## src/rtl/canvas_pixel_writer_pkg.sv

```systemverilog
// Shared types and encoders for the canvas frame-buffer writer.
// Pixel word layout: [7:6] type tag; drawn pixels hold the pen color code
// in [1:0], camera pixels hold a 4-bit gray level in [5:2].
package canvas_pkg;

  localparam int H_PIXELS_DEF = 320;
  localparam int V_PIXELS_DEF = 180;

  localparam logic [1:0] PIX_DRAWN  = 2'b11;
  localparam logic [1:0] PIX_CAMERA = 2'b00;

  typedef enum logic [1:0] {
    YELLOW  = 2'd0,
    MAGENTA = 2'd1,
    GREEN   = 2'd2,
    RED     = 2'd3
  } pen_color_e;

  typedef enum logic {
    RUN   = 1'b0,
    CLEAR = 1'b1
  } state_e;

  function automatic logic [7:0] encode_drawn(pen_color_e color);
    return {PIX_DRAWN, 4'b0000, color};
  endfunction

  // Luma approximation R + 2G + B (max 60), top four bits kept.
  function automatic logic [7:0] encode_gray(logic [11:0] rgb);
    logic [5:0] sum;
    sum = {2'b00, rgb[11:8]} + {1'b0, rgb[7:4], 1'b0} + {2'b00, rgb[3:0]};
    return {PIX_CAMERA, sum[5:2], 2'b00};
  endfunction

endpackage

```

## src/rtl/canvas_pixel_writer_if.sv

```systemverilog
// Canvas BRAM port bundle: one read port (address out, data back) and one
// write port. master = pixel writer, slave = BRAM.
interface canvas_pixel_writer_if #(parameter int ADDR_W = 16);
  logic [ADDR_W-1:0] bram_raddr_out;
  logic [7:0]        bram_rdata_in;
  logic [ADDR_W-1:0] bram_waddr_out;
  logic [7:0]        bram_wdata_out;
  logic              bram_we_out;

  modport master (
    output bram_raddr_out, bram_waddr_out, bram_wdata_out, bram_we_out,
    input  bram_rdata_in
  );

  modport slave (
    input  bram_raddr_out, bram_waddr_out, bram_wdata_out, bram_we_out,
    output bram_rdata_in
  );
endinterface

```

## src/rtl/canvas_pixel_writer_cam_rmw_pipe.sv

```systemverilog
// Camera read-before-write pipeline. Each accepted camera pixel reads its
// BRAM word, and the write is offered only if the word is not a drawn pixel
// and no pen write hit the same address while the read was in flight.
// Ports: clk/rst, flush (kill everything in flight), cam_vld/cam_addr/
// cam_word (accepted camera pixel), pen_wr/pen_addr (pen write issued next
// cycle), rtag (BRAM rdata type tag), raddr (BRAM read address),
// cam_wr/cam_waddr/cam_wdata (camera write candidate, combinational).
module cam_rmw_pipe import canvas_pkg::*; #(
  parameter int ADDR_W       = 16,
  parameter int BRAM_LATENCY = 2
) (
  input  logic              clk,
  input  logic              rst,
  input  logic              flush,
  input  logic              cam_vld,
  input  logic [ADDR_W-1:0] cam_addr,
  input  logic [7:0]        cam_word,
  input  logic              pen_wr,
  input  logic [ADDR_W-1:0] pen_addr,
  input  logic [1:0]        rtag,
  output logic [ADDR_W-1:0] raddr,
  output logic              cam_wr,
  output logic [ADDR_W-1:0] cam_waddr,
  output logic [7:0]        cam_wdata
);
  // Stage 0 drives the read address; stage STAGES sees the read data.
  localparam int STAGES = BRAM_LATENCY;

  logic [STAGES:0]             vld_pipe;
  logic [STAGES:0][ADDR_W-1:0] addr_pipe;
  logic [STAGES:0][7:0]        word_pipe;
  // Pen writes accepted over the last STAGES+1 cycles; together with the
  // live pen_wr this covers every pen write landing between the read
  // issue and the camera write slot.
  logic [STAGES:0]             hz_vld;
  logic [STAGES:0][ADDR_W-1:0] hz_addr;
  logic                        hit;

  always_ff @(posedge clk) begin
    if (rst) begin
      vld_pipe  <= '0;
      addr_pipe <= '0;
      word_pipe <= '0;
      hz_vld    <= '0;
      hz_addr   <= '0;
    end else begin
      vld_pipe  <= flush ? '0 : {vld_pipe[STAGES-1:0], cam_vld};
      addr_pipe <= {addr_pipe[STAGES-1:0], cam_addr};
      word_pipe <= {word_pipe[STAGES-1:0], cam_word};
      hz_vld    <= {hz_vld[STAGES-1:0], pen_wr};
      hz_addr   <= {hz_addr[STAGES-1:0], pen_addr};
    end
  end

  always_comb begin
    hit = pen_wr && (pen_addr == addr_pipe[STAGES]);
    for (int k = 0; k <= STAGES; k++)
      if (hz_vld[k] && (hz_addr[k] == addr_pipe[STAGES])) hit = 1'b1;
  end

  assign raddr     = addr_pipe[0];
  assign cam_wr    = vld_pipe[STAGES] && !flush && !hit && (rtag != PIX_DRAWN);
  assign cam_waddr = addr_pipe[STAGES];
  assign cam_wdata = word_pipe[STAGES];

endmodule

```

## src/rtl/canvas_pixel_writer.sv

```systemverilog
// Canvas frame-buffer write encoder. Merges camera background pixels, pen
// strokes and a full-canvas clear sweep into one BRAM write port.
// Write priority: clear sweep > pen > camera; camera never overwrites a
// drawn pixel.
// Ports: clk_in/rst_in (sync active-high), cam_* (camera stream, no
// backpressure), pen_* (valid/ready request), clear_in/clear_busy_out/
// clear_done_out (sweep control), bram (BRAM read + write ports).
module canvas_pixel_writer import canvas_pkg::*; #(
  parameter int H_PIXELS     = H_PIXELS_DEF,
  parameter int V_PIXELS     = V_PIXELS_DEF,
  parameter int ADDR_W       = 16,
  parameter int BRAM_LATENCY = 2
) (
  input  logic                 clk_in,
  input  logic                 rst_in,
  input  logic                 cam_valid_in,
  input  logic [8:0]           cam_x_in,
  input  logic [7:0]           cam_y_in,
  input  logic [11:0]          cam_pixel_in,
  input  logic                 pen_valid_in,
  output logic                 pen_ready_out,
  input  logic [8:0]           pen_x_in,
  input  logic [7:0]           pen_y_in,
  input  logic [1:0]           pen_color_in,
  input  logic                 clear_in,
  output logic                 clear_busy_out,
  output logic                 clear_done_out,
  canvas_pixel_writer_if.master bram
);
  localparam logic [ADDR_W:0] CLR_END = (ADDR_W+1)'(H_PIXELS * V_PIXELS);

  state_e            state;
  logic [ADDR_W:0]   clr_cnt;
  logic              we;
  logic [ADDR_W-1:0] waddr;
  logic [7:0]        wdata;

  logic              pen_wr, cam_vld, cam_wr;
  logic [ADDR_W-1:0] pen_addr, cam_addr, cam_waddr;
  logic [7:0]        cam_wdata;

  assign pen_addr = ADDR_W'(32'(pen_y_in) * H_PIXELS + 32'(pen_x_in));
  assign cam_addr = ADDR_W'(32'(cam_y_in) * H_PIXELS + 32'(cam_x_in));

  // Out-of-range pen requests still handshake but never write.
  assign pen_wr  = pen_valid_in && pen_ready_out &&
                   (32'(pen_x_in) < H_PIXELS) && (32'(pen_y_in) < V_PIXELS);
  assign cam_vld = cam_valid_in && (state == RUN) &&
                   (32'(cam_x_in) < H_PIXELS) && (32'(cam_y_in) < V_PIXELS);

  cam_rmw_pipe #(.ADDR_W(ADDR_W), .BRAM_LATENCY(BRAM_LATENCY)) u_cam (
    .clk       (clk_in),
    .rst       (rst_in),
    .flush     (state != RUN),
    .cam_vld   (cam_vld),
    .cam_addr  (cam_addr),
    .cam_word  (encode_gray(cam_pixel_in)),
    .pen_wr    (pen_wr),
    .pen_addr  (pen_addr),
    .rtag      (bram.bram_rdata_in[7:6]),
    .raddr     (bram.bram_raddr_out),
    .cam_wr    (cam_wr),
    .cam_waddr (cam_waddr),
    .cam_wdata (cam_wdata)
  );

  always_ff @(posedge clk_in) begin
    if (rst_in) begin
      state          <= RUN;
      clr_cnt        <= '0;
      pen_ready_out  <= 1'b0;
      clear_busy_out <= 1'b0;
      clear_done_out <= 1'b0;
      we             <= 1'b0;
      waddr          <= '0;
      wdata          <= '0;
    end else begin
      clear_done_out <= 1'b0;
      we             <= 1'b0;
      case (state)
        RUN: begin
          if (pen_wr) begin
            we    <= 1'b1;
            waddr <= pen_addr;
            wdata <= encode_drawn(pen_color_e'(pen_color_in));
          end else if (cam_wr) begin
            we    <= 1'b1;
            waddr <= cam_waddr;
            wdata <= cam_wdata;
          end
          // A pen accepted alongside clear_in writes first; sweep follows.
          if (clear_in) begin
            state          <= CLEAR;
            clr_cnt        <= '0;
            clear_busy_out <= 1'b1;
            pen_ready_out  <= 1'b0;
          end else begin
            pen_ready_out  <= 1'b1;
          end
        end
        CLEAR: begin
          // One extra cycle after the last address so done trails it.
          if (clr_cnt == CLR_END) begin
            state          <= RUN;
            clear_busy_out <= 1'b0;
            clear_done_out <= 1'b1;
            pen_ready_out  <= 1'b1;
          end else begin
            we      <= 1'b1;
            waddr   <= clr_cnt[ADDR_W-1:0];
            wdata   <= 8'h00;
            clr_cnt <= clr_cnt + 1'b1;
          end
        end
        default: state <= RUN;
      endcase
    end
  end

  assign bram.bram_we_out    = we;
  assign bram.bram_waddr_out = waddr;
  assign bram.bram_wdata_out = wdata;

endmodule

```

## src/flat_wrapper.sv

```systemverilog
// flat-port wrapper written by rule: the top's interface ports become plain ports
module canvas_pixel_writer_flat import canvas_pkg::*;
#(
  parameter int H_PIXELS     = H_PIXELS_DEF,
  parameter int V_PIXELS     = V_PIXELS_DEF,
  parameter int ADDR_W       = 16,
  parameter int BRAM_LATENCY = 2
)
  (clk_in, rst_in, cam_valid_in, cam_x_in, cam_y_in, cam_pixel_in, pen_valid_in, pen_ready_out, pen_x_in, pen_y_in, pen_color_in, clear_in, clear_busy_out, clear_done_out, bram_bram_raddr_out, bram_bram_waddr_out, bram_bram_wdata_out, bram_bram_we_out, bram_bram_rdata_in);
  canvas_pixel_writer_if #(.ADDR_W(ADDR_W)) bram_i ();
  input  logic clk_in;
  input  logic rst_in;
  input  logic cam_valid_in;
  input  logic [8:0] cam_x_in;
  input  logic [7:0] cam_y_in;
  input  logic [11:0] cam_pixel_in;
  input  logic pen_valid_in;
  output logic pen_ready_out;
  input  logic [8:0] pen_x_in;
  input  logic [7:0] pen_y_in;
  input  logic [1:0] pen_color_in;
  input  logic clear_in;
  output logic clear_busy_out;
  output logic clear_done_out;
  output wire logic [$bits(bram_i.bram_raddr_out)-1:0] bram_bram_raddr_out;
  output wire logic [$bits(bram_i.bram_waddr_out)-1:0] bram_bram_waddr_out;
  output wire logic [$bits(bram_i.bram_wdata_out)-1:0] bram_bram_wdata_out;
  output wire logic [$bits(bram_i.bram_we_out)-1:0] bram_bram_we_out;
  input wire logic [$bits(bram_i.bram_rdata_in)-1:0] bram_bram_rdata_in;
  assign bram_bram_raddr_out = bram_i.bram_raddr_out;
  assign bram_bram_waddr_out = bram_i.bram_waddr_out;
  assign bram_bram_wdata_out = bram_i.bram_wdata_out;
  assign bram_bram_we_out = bram_i.bram_we_out;
  assign bram_i.bram_rdata_in = bram_bram_rdata_in;
  canvas_pixel_writer #(.H_PIXELS(H_PIXELS), .V_PIXELS(V_PIXELS), .ADDR_W(ADDR_W), .BRAM_LATENCY(BRAM_LATENCY)) u_core (.clk_in(clk_in), .rst_in(rst_in), .cam_valid_in(cam_valid_in), .cam_x_in(cam_x_in), .cam_y_in(cam_y_in), .cam_pixel_in(cam_pixel_in), .pen_valid_in(pen_valid_in), .pen_ready_out(pen_ready_out), .pen_x_in(pen_x_in), .pen_y_in(pen_y_in), .pen_color_in(pen_color_in), .clear_in(clear_in), .clear_busy_out(clear_busy_out), .clear_done_out(clear_done_out), .bram(bram_i));
endmodule
```

## config.mk

```make
export PLATFORM = sky130hd
export DESIGN_NAME = canvas_pixel_writer_flat
export DESIGN_NICKNAME = d
export VERILOG_FILES = /design/src/rtl/canvas_pixel_writer_pkg.sv /design/src/rtl/canvas_pixel_writer_if.sv /design/src/rtl/canvas_pixel_writer_cam_rmw_pipe.sv /design/src/rtl/canvas_pixel_writer.sv /design/src/flat_wrapper.sv
export SDC_FILE = /design/constraint.sdc
export NUM_CORES = 1
export LEC_CHECK = 0
export CELL_PAD_IN_SITES_DETAIL_PLACEMENT = 0
export CELL_PAD_IN_SITES_GLOBAL_PLACEMENT = 1
export CORE_AREA = 4 4 161 163
export DETAILED_ROUTE_END_ITERATION = 10
export DIE_AREA = 0 0 165 167
export PLACE_DENSITY_LB_ADDON = 0.1
export SLEW_MARGIN = 20
export SYNTH_ARGS = -nofsm -noshare
export SYNTH_HDL_FRONTEND = slang
export SYNTH_SLANG_ARGS = --single-unit
export TNS_END_PERCENT = 100
```

## constraint.sdc

```tcl
create_clock -name clk_in -period 2.7 [get_ports clk_in]
set_input_delay 0.405 -clock clk_in [delete_from_list [all_inputs] [get_ports clk_in]]
set_output_delay 0.405 -clock clk_in [all_outputs]
set_load 0.05 [all_outputs]
```

---- Yosys cells after proc, flatten, opt, wreduce, memory -nomap -nowiden ----
Cells that the tools add are included.
cells by class
  muxes and demuxes ....................... 27
  reductions and logical operators ........ 20
  add/subtract/negate cells ............... 5
  multipliers ............................. 2
  equal/unequal tests ..................... 10
  magnitude comparators ................... 4
  bitwise gates (word level) .............. 1
operators with widths
  operator                                                             number
  16-bit == test                                                       4
  16-bit 2-to-1 mux                                                    3
  17-bit 2-to-1 mux                                                    2
  17-bit one-hot mux with 2 select lines                               1
  16-bit by 9-bit adder with 16-bit output                             2
  16-bit one-hot mux with 2 select lines                               1
  8-bit 2-to-1 mux                                                     3
  8-bit by 3-bit multiplier with 10-bit output, second input constant  2
  9-bit less-than comparator, second input constant                    2
  17-bit by 1-bit adder with 17-bit output, second input constant      1
  17-bit by 16-bit == test with 1-bit output, second input constant    1
  8-bit less-than comparator, second input constant                    2
  8-bit one-hot mux with 2 select lines                                1
  1-bit logical AND                                                    13
  1-bit 2-to-1 mux                                                     12
  2-bit != test, second input constant                                 4
  1-bit one-hot mux with 2 select lines                                4
  4-bit by 5-bit adder with 6-bit output                               1
  6-bit by 4-bit adder with 6-bit output                               1
  2-bit AND reduction                                                  3
  2-bit OR reduction                                                   2
  3-bit by 2-bit != test with 1-bit output, second input constant      1
  1-bit logical NOT                                                    2
  1-bit inverter                                                       1
storage, ports and cells
  word-level logic and storage cells ...... 89
  bits of input ports ..................... 61
  flip-flop bits (word level) ............. 172
  output and inout bits ................... 44

---- Depth between registers and ports, before layout ----
Gate-level depths: netlist of run 1.
  depth in word-level cells ............... 13
  depth in mapped cells ................... 10
  mapped depth without buffers ............ 10

---- Cells and area by module ----
From an unflattened synthesis of run 1, not the netlist that was laid out.
unflattened totals
  cell total of the unflattened synthesis .. 846
  area total of the unflattened synthesis .. 8,049.0 um^2
by module, submodules not included
  module               area each (um^2)  cells each  times used  sequential area each (um^2)
  cam_rmw_pipe         4,395.5           399         1           2,522.4
  canvas_pixel_writer  3,653.5           447         1           920.9

---- Worst setup path before layout of run 1 ----
OpenSTA, ideal clock, no wires.
  kind .................................... input to register
  start point ............................. in pen_y_in[1]
  end point ............................... reg u_core.waddr[15] (netlist: u_core.bram.bram_waddr_out[15])
  setup slack ............................. -216 ps
  path buffers ............................ 0
  arrival time ............................ 2,821 ps
  stages on the path ...................... 9
  library setup time ...................... 95 ps
  data required time ...................... 2,605 ps
  path through ............................ ha_1 ha_1 fa_1 a211oi_1 o22ai_1 nor4b_1 nand4_1 nor3b_1 a221oi_1
on the way
  longest elaborated chain between the ends .. 12
  elaborated cells between the ends (all ways) .. 16
  classes of those cells .................. add/sub: 1; mul: 1; order compare: 1; eq/ne: 2; mux: 5; reduce/logical: 6
RTL lines
  item                                                line                                    text
  from (decl)                                         flat_wrapper.sv:20                      input logic [7:0] pen_y_in;
  8-bit by 3-bit multiplier with 10-bit output        canvas_pixel_writer.sv:42               assign pen_addr = ADDR_W'(32'(pen_y_in) * H_PIXELS + 32'(pen_x_in));
  16-bit by 9-bit adder with 16-bit output            canvas_pixel_writer.sv:42
  16-bit == test                                      canvas_pixel_writer_cam_rmw_pipe.sv:56  hit = pen_wr && (pen_addr == addr_pipe[STAGES]);
  1-bit logical AND                                   canvas_pixel_writer_cam_rmw_pipe.sv:56
  1-bit 2-to-1 mux (3 in series)                      canvas_pixel_writer_cam_rmw_pipe.sv:58  if (hz_vld[k] && (hz_addr[k] == addr_pipe[STAGES])) hit = 1'b1;
  1-bit logical NOT                                   canvas_pixel_writer_cam_rmw_pipe.sv:62  assign cam_wr = vld_pipe[STAGES] && !flush && !hit && (rtag != PIX_DRAWN);
  1-bit logical AND (2 in series)                     canvas_pixel_writer_cam_rmw_pipe.sv:62
  3-bit by 2-bit != test with 1-bit output (no line)  --
  2-bit AND reduction (no line)                       --
  to (signal assigned)                                canvas_pixel_writer.sv:84               waddr <= pen_addr;
  to (signal assigned)                                canvas_pixel_writer.sv:88               waddr <= cam_waddr;
  to (signal assigned)                                canvas_pixel_writer.sv:110              waddr <= clr_cnt[ADDR_W-1:0];
  to (decl)                                           canvas_pixel_writer.sv:35               logic [ADDR_W-1:0] waddr;
Several ways; a longest one is shown, not always the timed one.
A chain may end at the register's enable or synchronous reset.

---- Worst setup path after layout of run 1 ----
  start point ............................. in cam_y_in[3]
  end point ............................... reg u_core.u_cam.addr_pipe, in the netlist u_core.u_cam.raddr[15]
on the way
  longest elaborated chain between the ends .. 2
RTL lines
  item                                          line                                    text
  from (decl)                                   flat_wrapper.sv:15                      input logic [7:0] cam_y_in;
  8-bit by 3-bit multiplier with 10-bit output  canvas_pixel_writer.sv:43               assign cam_addr = ADDR_W'(32'(cam_y_in) * H_PIXELS + 32'(cam_x_in));
  16-bit by 9-bit adder with 16-bit output      canvas_pixel_writer.sv:43
  to (signal assigned)                          canvas_pixel_writer_cam_rmw_pipe.sv:48  addr_pipe <= {addr_pipe[STAGES-1:0], cam_addr};
  to (decl)                                     canvas_pixel_writer_cam_rmw_pipe.sv:30  logic [STAGES:0][ADDR_W-1:0] addr_pipe;
Every way passes these cells.

==> results of run 1 <==
==> layout make-up <==
class	count	area (sq um)	share of cell area, %
Tap cell	324	405	4.12
Multi-Input combinational cell	521	3990	40.6
Sequential cell	159	3180	32.3
Inverter	26	97.6	0.991
Clock inverter	10	129	1.31
Clock buffer	21	450	4.58
Timing Repair Buffer	175	1590	16.1
==> per-layer routing <==
layer | vias to the layer above | GRT usage, % | share of wire [%]
li1 | 2848 | - | -
met1 | 2625 | 18.7 | 47
met2 | 99 | 23.1 | 46
met3 | 24 | 3.58 | 4.8
met4 | 0 | 4.01 | 1.5
met5 | - | 0 | 0
==> per-stage QoR <==
step / hold slack (ns) / instance area [sq um]
finish: 0.339 / 9840
global route: 0.347 / 9840
CTS: 0.322 / 9670
detailed placement: 0.411 / 9040
global placement: 0.415 / 9040
floorplan: 0.406 / 7330
==> worst max path at each step <==
stage	start	end	slack, ns
3_3_place_gp	pen_y_in[1]	u_core.bram.bram_waddr_out[14]	-0.50
2_1_floorplan	pen_y_in[1]	u_core.bram.bram_waddr_out[15]	-0.02
3_5_place_dp	pen_y_in[1]	u_core.bram.bram_waddr_out[14]	-0.56
4_1_cts	pen_y_in[0]	u_core.bram.bram_waddr_out[14]	0.01
5_1_grt	cam_y_in[3]	u_core.u_cam.raddr[14]	0.02
6_report	cam_y_in[3]	u_core.u_cam.raddr[15]	0.13
==> critical path: stages <==
cell and delay, ns:
clkdlybuf4s50_1 0.44, buf_4 0.15, ha_1 0.29, ha_1 0.34
nor2b_1 0.14, o21ai_1 0.18, a21oi_1 0.13, buf_4 0.15
or3_1 0.36, a31o_2 0.24, mux2i_1 0.11
==> power groups by stage <==
stage | Clock, W | Sequential, W | Combinational, W
2_1_floorplan | 0 | 0.00267 | 0.000733
3_3_place_gp | 0 | 0.00265 | 0.00127
3_5_place_dp | 0 | 0.00265 | 0.00127
4_1_cts | 0.00244 | 0.00260 | 0.00130
5_1_grt | 0.00254 | 0.00261 | 0.00147
6_report | 0.00237 | 0.00260 | 0.00134
==> cell usage in the layout (no fill, tap or decap), types with 3 or more instances in the layout <==
master           netlist  layout
nor4_1                12      11
nand2b_1               6       6
nand2_1               52      52
fa_1                   8       6
a21o_1                 5       5
mux2i_1               21      21
clkinvlp_4             0       3
clkbuf_1              21       3
dfxtp_1              159     159
o211ai_1              17      17
nor3_1                14      14
clkbuf_16              0      17
a21oi_1               19      17
nand3_1               14      14
nor2b_1              102     101
a211o_1                3       3
ha_4                   0       4
xnor2_1               23      21
nor2_1                44      44
clkdlybuf4s50_1        0      91
dlymetal6s2s_1         0       3
or3_1                  5       5
xor2_1                52      51
nand4_1                9       9
nand4b_1               5       5
ha_1                  35      30
a32o_1                 6       6
inv_1                 26      26
buf_4                 17      76
dlygate4sd2_1          0       3
o21ai_0               15      13
==> flip-flops by register name, summed over array words and instances, names as in the netlist, 4 cells and up <==
signal / count
u_core.u_cam.cam_wdata: 4
u_core.u_cam.cam_waddr: 16
u_core.u_cam.hz_addr: 48
u_core.u_cam.addr_pipe: 16
u_core.u_cam.raddr: 16
u_core.bram.bram_wdata_out: 7
u_core.u_cam.word_pipe: 8
u_core.bram.bram_waddr_out: 16
u_core.clr_cnt: 17
==> cells by family (layout without fill, tap and decap cells) <==
group,count (synthesis),count (layout),synth area share [%]
compound gates,92,92,9.19
buf+inv,70,232,4.68
fa+ha+maj,43,43,8.20
flops,159,159,43.6
mux,23,23,3.19
simple gates,287,287,21.8
xor+xnor,76,76,9.31
==> timing repair <==
action | in CTS | in global routing
resized for setup | 11 | 27
setup endpoints to repair | 5 | 6
pin swaps | 8 | 7
setup buffers | 1 | 4
cloned | 0 | 0
==> results.json, run 1 <==
{
  "status": "completed",
  "syn_area_sq_um": 7300,
  "finish.utilization_pct": 40.5,
  "cp.arrival_ns": 2.91,
  "tns_ns": 0,
  "vias": 5596,
  "wl_mm": 19.4,
  "synth_most_common_cell": "dfxtp_1",
  "num_io_pins": 105,
  "final_antenna_net_count": 0,
  "insertion_delay_ns": 0.42,
  "syn-num-nets": 854,
  "drt_iter0_markers": 188,
  "h-tree-depth": 4,
  "r2r_cells": 9,
  "worstSetupStartpointType": "primary input",
  "finalCriticalPeriod_ns": 2.57,
  "slew_headroom_pct": 62.8,
  "swShare_pct": 27.9,
  "setup_slack_ns": 0.134,
  "tightest_slew_ns": 0.557,
  "cap_viol_max_count": 0,
  "final_cell_count_no_fill": 1236,
  "hpwlAfterDp_mm": 14.8,
  "ir_worst_vdd_uv": 266,
  "p_int_w": 0.00455,
  "critPathKind": "in2reg",
  "power.switching_w": 0.00176,
  "cp.required_ns": 3.05,
  "drcViolationCount": 0,
  "overflow": 0,
  "yosysWarnings": 0,
  "synthTopCellsByCount": "dfxtp_1 (159), nor2b_1 (102), nand2_1 (52), xor2_1 (52), nor2_1 (44)",
  "power_density_nw_per_um2": 641,
  "area_growth_pct": 34.9,
  "ff2ff_setup_slack_ns": 0.27,
  "power_frac_comb_pct": 21.2,
  "initial_core_util_pct": 30.0,
  "rows": 57,
  "hold_path.class": "in2reg",
  "endpoint_kind": "register",
  "rsz0062_at_grt": "no",
  "grt_max_degree": 109,
  "antenna_found_initial": 0,
  "yosysSeqAreaShare_pct": 43.6,
  "place_congestion": 0.841,
  "grt_pass1_vias": 5893,
  "r2r-end": "u_core.bram.bram_waddr_out[6]",
  "die-area_sq_um": 27600,
  "critical_path_peak_fanout": 3,
  "p_clk_share_pct": 37.6,
  "holdPathStages": 2,
  "min_to": "u_core.u_cam.word_pipe[2]",
  "die_width_um": 165,
  "setup_viol": 0,
  "grt_pass1_wl_mm": 30.7,
  "ys_types": 63,
  "die_y_um": 167,
  "yosysTopAreaCell": "dfxtp_1",
  "final_net_count": 1004,
  "syn_area_per_cell_sq_um": 9.73,
  "async_flop_share_pct": 0,
  "ys.flop_type": "dfxtp_1",
  "hold_violations": 0,
  "ys_ff_latch": 159,
  "cts_buffers": 17,
  "wl_per_cell_um": 15.7,
  "synth-edff-count": 0,
  "fmax_mhz": 390,
  "port_buffers": 98,
  "hold_start": "rst_in",
  "dp_slack_ns": -0.558,
  "hold_buffers": 0,
  "drv_slew": 0,
  "totalPowerFinal_w": 0.00631,
  "root_buffer": "clkbuf_16",
  "syn_inst": 750,
  "via_per_inst": 4.53,
  "synth_area_leaders": "dfxtp_1 (44%), nor2b_1 (8.7%), xor2_1 (6.2%)",
  "synth_top_area_share_pct": 43.6,
  "core-area_sq_um": 24300,
  "antenna_cells": 0,
  "cts_buffer_depth": 2,
  "dp.cells": 1200,
  "first_pass_iters": 4,
  "fill_cells": 2420,
  "post-route-period-util_pct": 95.0,
  "clk_pin_slew_ns": 0.06,
  "drive_above_1_share_pct": 16.0,
  "clock_skew_ns": 0.0109,
  "r2r-start": "u_core.clr_cnt[0]",
  "cts.sinks": 159,
  "p_seq_share_pct": 41.2,
  "cts_tree": "done",
  "power_leakage_nw": 4.16,
  "track_usage_pct": 14.2
}
Power figures use the tool's default switching activity.
==> run 2, diff against run 1 <==
--- a/config.mk
+++ b/config.mk
@@ -11,8 +11,8 @@
 export DETAILED_ROUTE_END_ITERATION = 10
 export DIE_AREA = 0 0 165 167
 export PLACE_DENSITY_LB_ADDON = 0.1
+export SKIP_CTS_REPAIR_TIMING = 1
 export SLEW_MARGIN = 20
 export SYNTH_ARGS = -nofsm -noshare
 export SYNTH_HDL_FRONTEND = slang
 export SYNTH_SLANG_ARGS = --single-unit
-export TNS_END_PERCENT = 100
==> run 2 against run 1 <==
Compared with the run above:
- routed wire length shrank 0.40%
- hold slack improved by 0.0037 ns
- final cell count is 0.32% lower
- first-iteration DRC count grew 8.5%
- critical path depth down 2
- sequential cell count is the same
- largest power group unchanged
- via count shrank 0.39%
- critical endpoint is now u_core.bram.bram_waddr_out[14]
- die area did not move
- design area fell by 0.38%
==> results.json, run 2 (synthesis gave the netlist of run 1 again) <==
{
  "status": "completed",
  "hpwlAfterDp_mm": 14.8,
  "final_common_cell": "dfxtp_1",
  "cts_tree": "done",
  "endpoint_kind": "register",
  "finalCriticalPeriod_ns": 2.58,
  "setup_slack_ns": 0.121,
  "antenna_found_initial": 0,
  "port_buffers": 98,
  "die_y_um": 167,
  "max_stage_delay_ns": 0.46,
  "power_leakage_nw": 4.14,
  "clock_skew_ns": 0.0114,
  "cts.sinks": 159,
  "antenna_cells": 0,
  "die_width_um": 165,
  "cp.required_ns": 3.03,
  "largest-register": "u_core.u_cam.hz_addr",
  "drcViolationCount": 0,
  "r2r-end": "u_core.bram.bram_waddr_out[6]",
  "grt_pass1_wl_mm": 30.7,
  "setup_viol": 0,
  "drt_iter0_markers": 204,
  "hold_violations": 0,
  "die-area_sq_um": 27600,
  "core-area_sq_um": 24300,
  "cap_viol_max_count": 0,
  "wl_per_cell_um": 15.7,
  "r2r-start": "u_core.clr_cnt[0]",
  "initial_core_util_pct": 30.0,
  "tns_ns": 0,
  "critPathTopFamily": "adder cells",
  "grt_pass1_vias": 5890,
  "slew_headroom_pct": 62.8,
  "holdPathStages": 2,
  "vias": 5574,
  "cts_buffer_depth": 2,
  "fmax_mhz": 388,
  "place_congestion": 0.841,
  "min_to": "u_core.u_cam.word_pipe[2]",
  "num_io_pins": 105,
  "root_buffer": "clkbuf_16",
  "insertion_delay_ns": 0.42,
  "drv_slew": 0,
  "regArea_sq_um": 3180,
  "ir_worst_vdd_uv": 266,
  "track_usage_pct": 14.2,
  "largest_reg_flops": 48,
  "via_per_inst": 4.52,
  "first_pass_iters": 4,
  "grt_max_degree": 109,
  "final_net_count": 1000,
  "worstSetupStartpointType": "primary input",
  "drive_above_1_share_pct": 15.6,
  "final_cell_mix": "dfxtp_1 (159), nor2b_1 (101), clkdlybuf4s50_1 (92)",
  "r2r_cells": 9,
  "final_antenna_net_count": 0,
  "critical_path_peak_fanout": 5,
  "crit_chain": "clkdlybuf4s50_1 -> ha_1 -> ha_4 -> xor2_2 -> nand4_1 -> nor4_4 -> xnor2_1 -> o221a_2 -> a221oi_2",
  "rows": 57,
  "power_density_nw_per_um2": 642,
  "critPathKind": "in2reg",
  "post-route-period-util_pct": 95.5,
  "overflow": 0,
  "reg.largest.list": "u_core.u_cam.hz_addr x48, u_core.clr_cnt x17",
  "wl_mm": 19.4,
  "fill_cells": 2428,
  "hold_start": "rst_in",
  "multiInputGateArea_sq_um": 3970,
  "hold_path.class": "in2reg",
  "h-tree-depth": 4,
  "tightest_slew_ns": 0.556,
  "ff2ff_setup_slack_ns": 0.27,
  "path_buf_inv": 1,
  "clk_pin_slew_ns": 0.06,
  "dp_slack_ns": -0.558,
  "cp.arrival_ns": 2.91,
  "area_growth_pct": 34.4,
  "cp_slowest_cell": "clkdlybuf4s50_1",
  "cts_buffers": 17
}
-- run 2: cell types whose count changed in the layout (fill, tap and decap cells not counted), sizes merged --
cell	delta
buf	-4
dlygate4sd2	-3
dlymetal6s2s	+2
clkdlybuf4s50	+1
-- run 2: layer usage --
metal  wire length (um)  track usage (%)  up-vias
met2               8940             23.1       98
met4                317             4.01        0
met3                953             3.58       26
met1               9140             18.7     2608
li1                   -                -     2842
met5                  0                0        -
-- run 2: cell type report --
cell class	instances	share of cell area, %
clock buffer	21	4.59
clock inverter	10	1.31
inverter	26	0.995
multi-input combinational	521	40.5
sequential	159	32.5
tap	324	4.13
timing repair buffer	171	16.0
-- run 2: metrics by stage --
stage / hold slack (ns) / cell area [sq um] / utilization, % / cells / total power [W]
2_1_floorplan: 0.406 / 7330 / - / 750 / 0.00340
3_3_place_gp: 0.415 / 9040 / 37.2 / 1200 / 0.00392
3_5_place_dp: 0.411 / 9040 / 37.2 / 1200 / 0.00393
4_1_cts: 0.322 / 9620 / 39.5 / 1231 / 0.00632
5_1_grt: 0.347 / 9810 / 40.3 / 1232 / 0.00661
6_report: 0.343 / 9810 / 40.3 / 1232 / 0.00630
-- run 2: power breakdown --
| group | leakage [nW] | internal (W) | total (W) | switching, W |
|---|---|---|---|---|
| combinational | 2.56 | 0.000645 | 0.00133 | 0.000686 |
| sequential | 1.30 | 0.00250 | 0.00260 | 0.0000993 |
| clock | 0.272 | 0.00140 | 0.00237 | 0.000971 |
-- run 2: worst max-delay path by stage --
stage	start	to	slack (ns)	cells past startpoint
final	pen_y_in[5]	u_core.bram.bram_waddr_out[14]	0.12	9
after global placement	pen_y_in[1]	u_core.bram.bram_waddr_out[14]	-0.50	10
after floorplan	pen_y_in[1]	u_core.bram.bram_waddr_out[15]	-0.02	10
after detailed placement	pen_y_in[1]	u_core.bram.bram_waddr_out[14]	-0.56	10
after global routing	pen_y_in[5]	u_core.bram.bram_waddr_out[14]	-0.01	9
after CTS	pen_y_in[1]	u_core.bram.bram_waddr_out[15]	-0.14	11
==> run 3, diff against run 2 <==
--- a/config.mk
+++ b/config.mk
@@ -5,6 +5,7 @@
 export SDC_FILE = /design/constraint.sdc
 export NUM_CORES = 1
 export LEC_CHECK = 0
+export ABC_AREA = 0
 export CELL_PAD_IN_SITES_DETAIL_PLACEMENT = 0
 export CELL_PAD_IN_SITES_GLOBAL_PLACEMENT = 1
 export CORE_AREA = 4 4 161 163
==> results of run 3 <==
Final layout, timing and power as in run 2 (identical DEF).
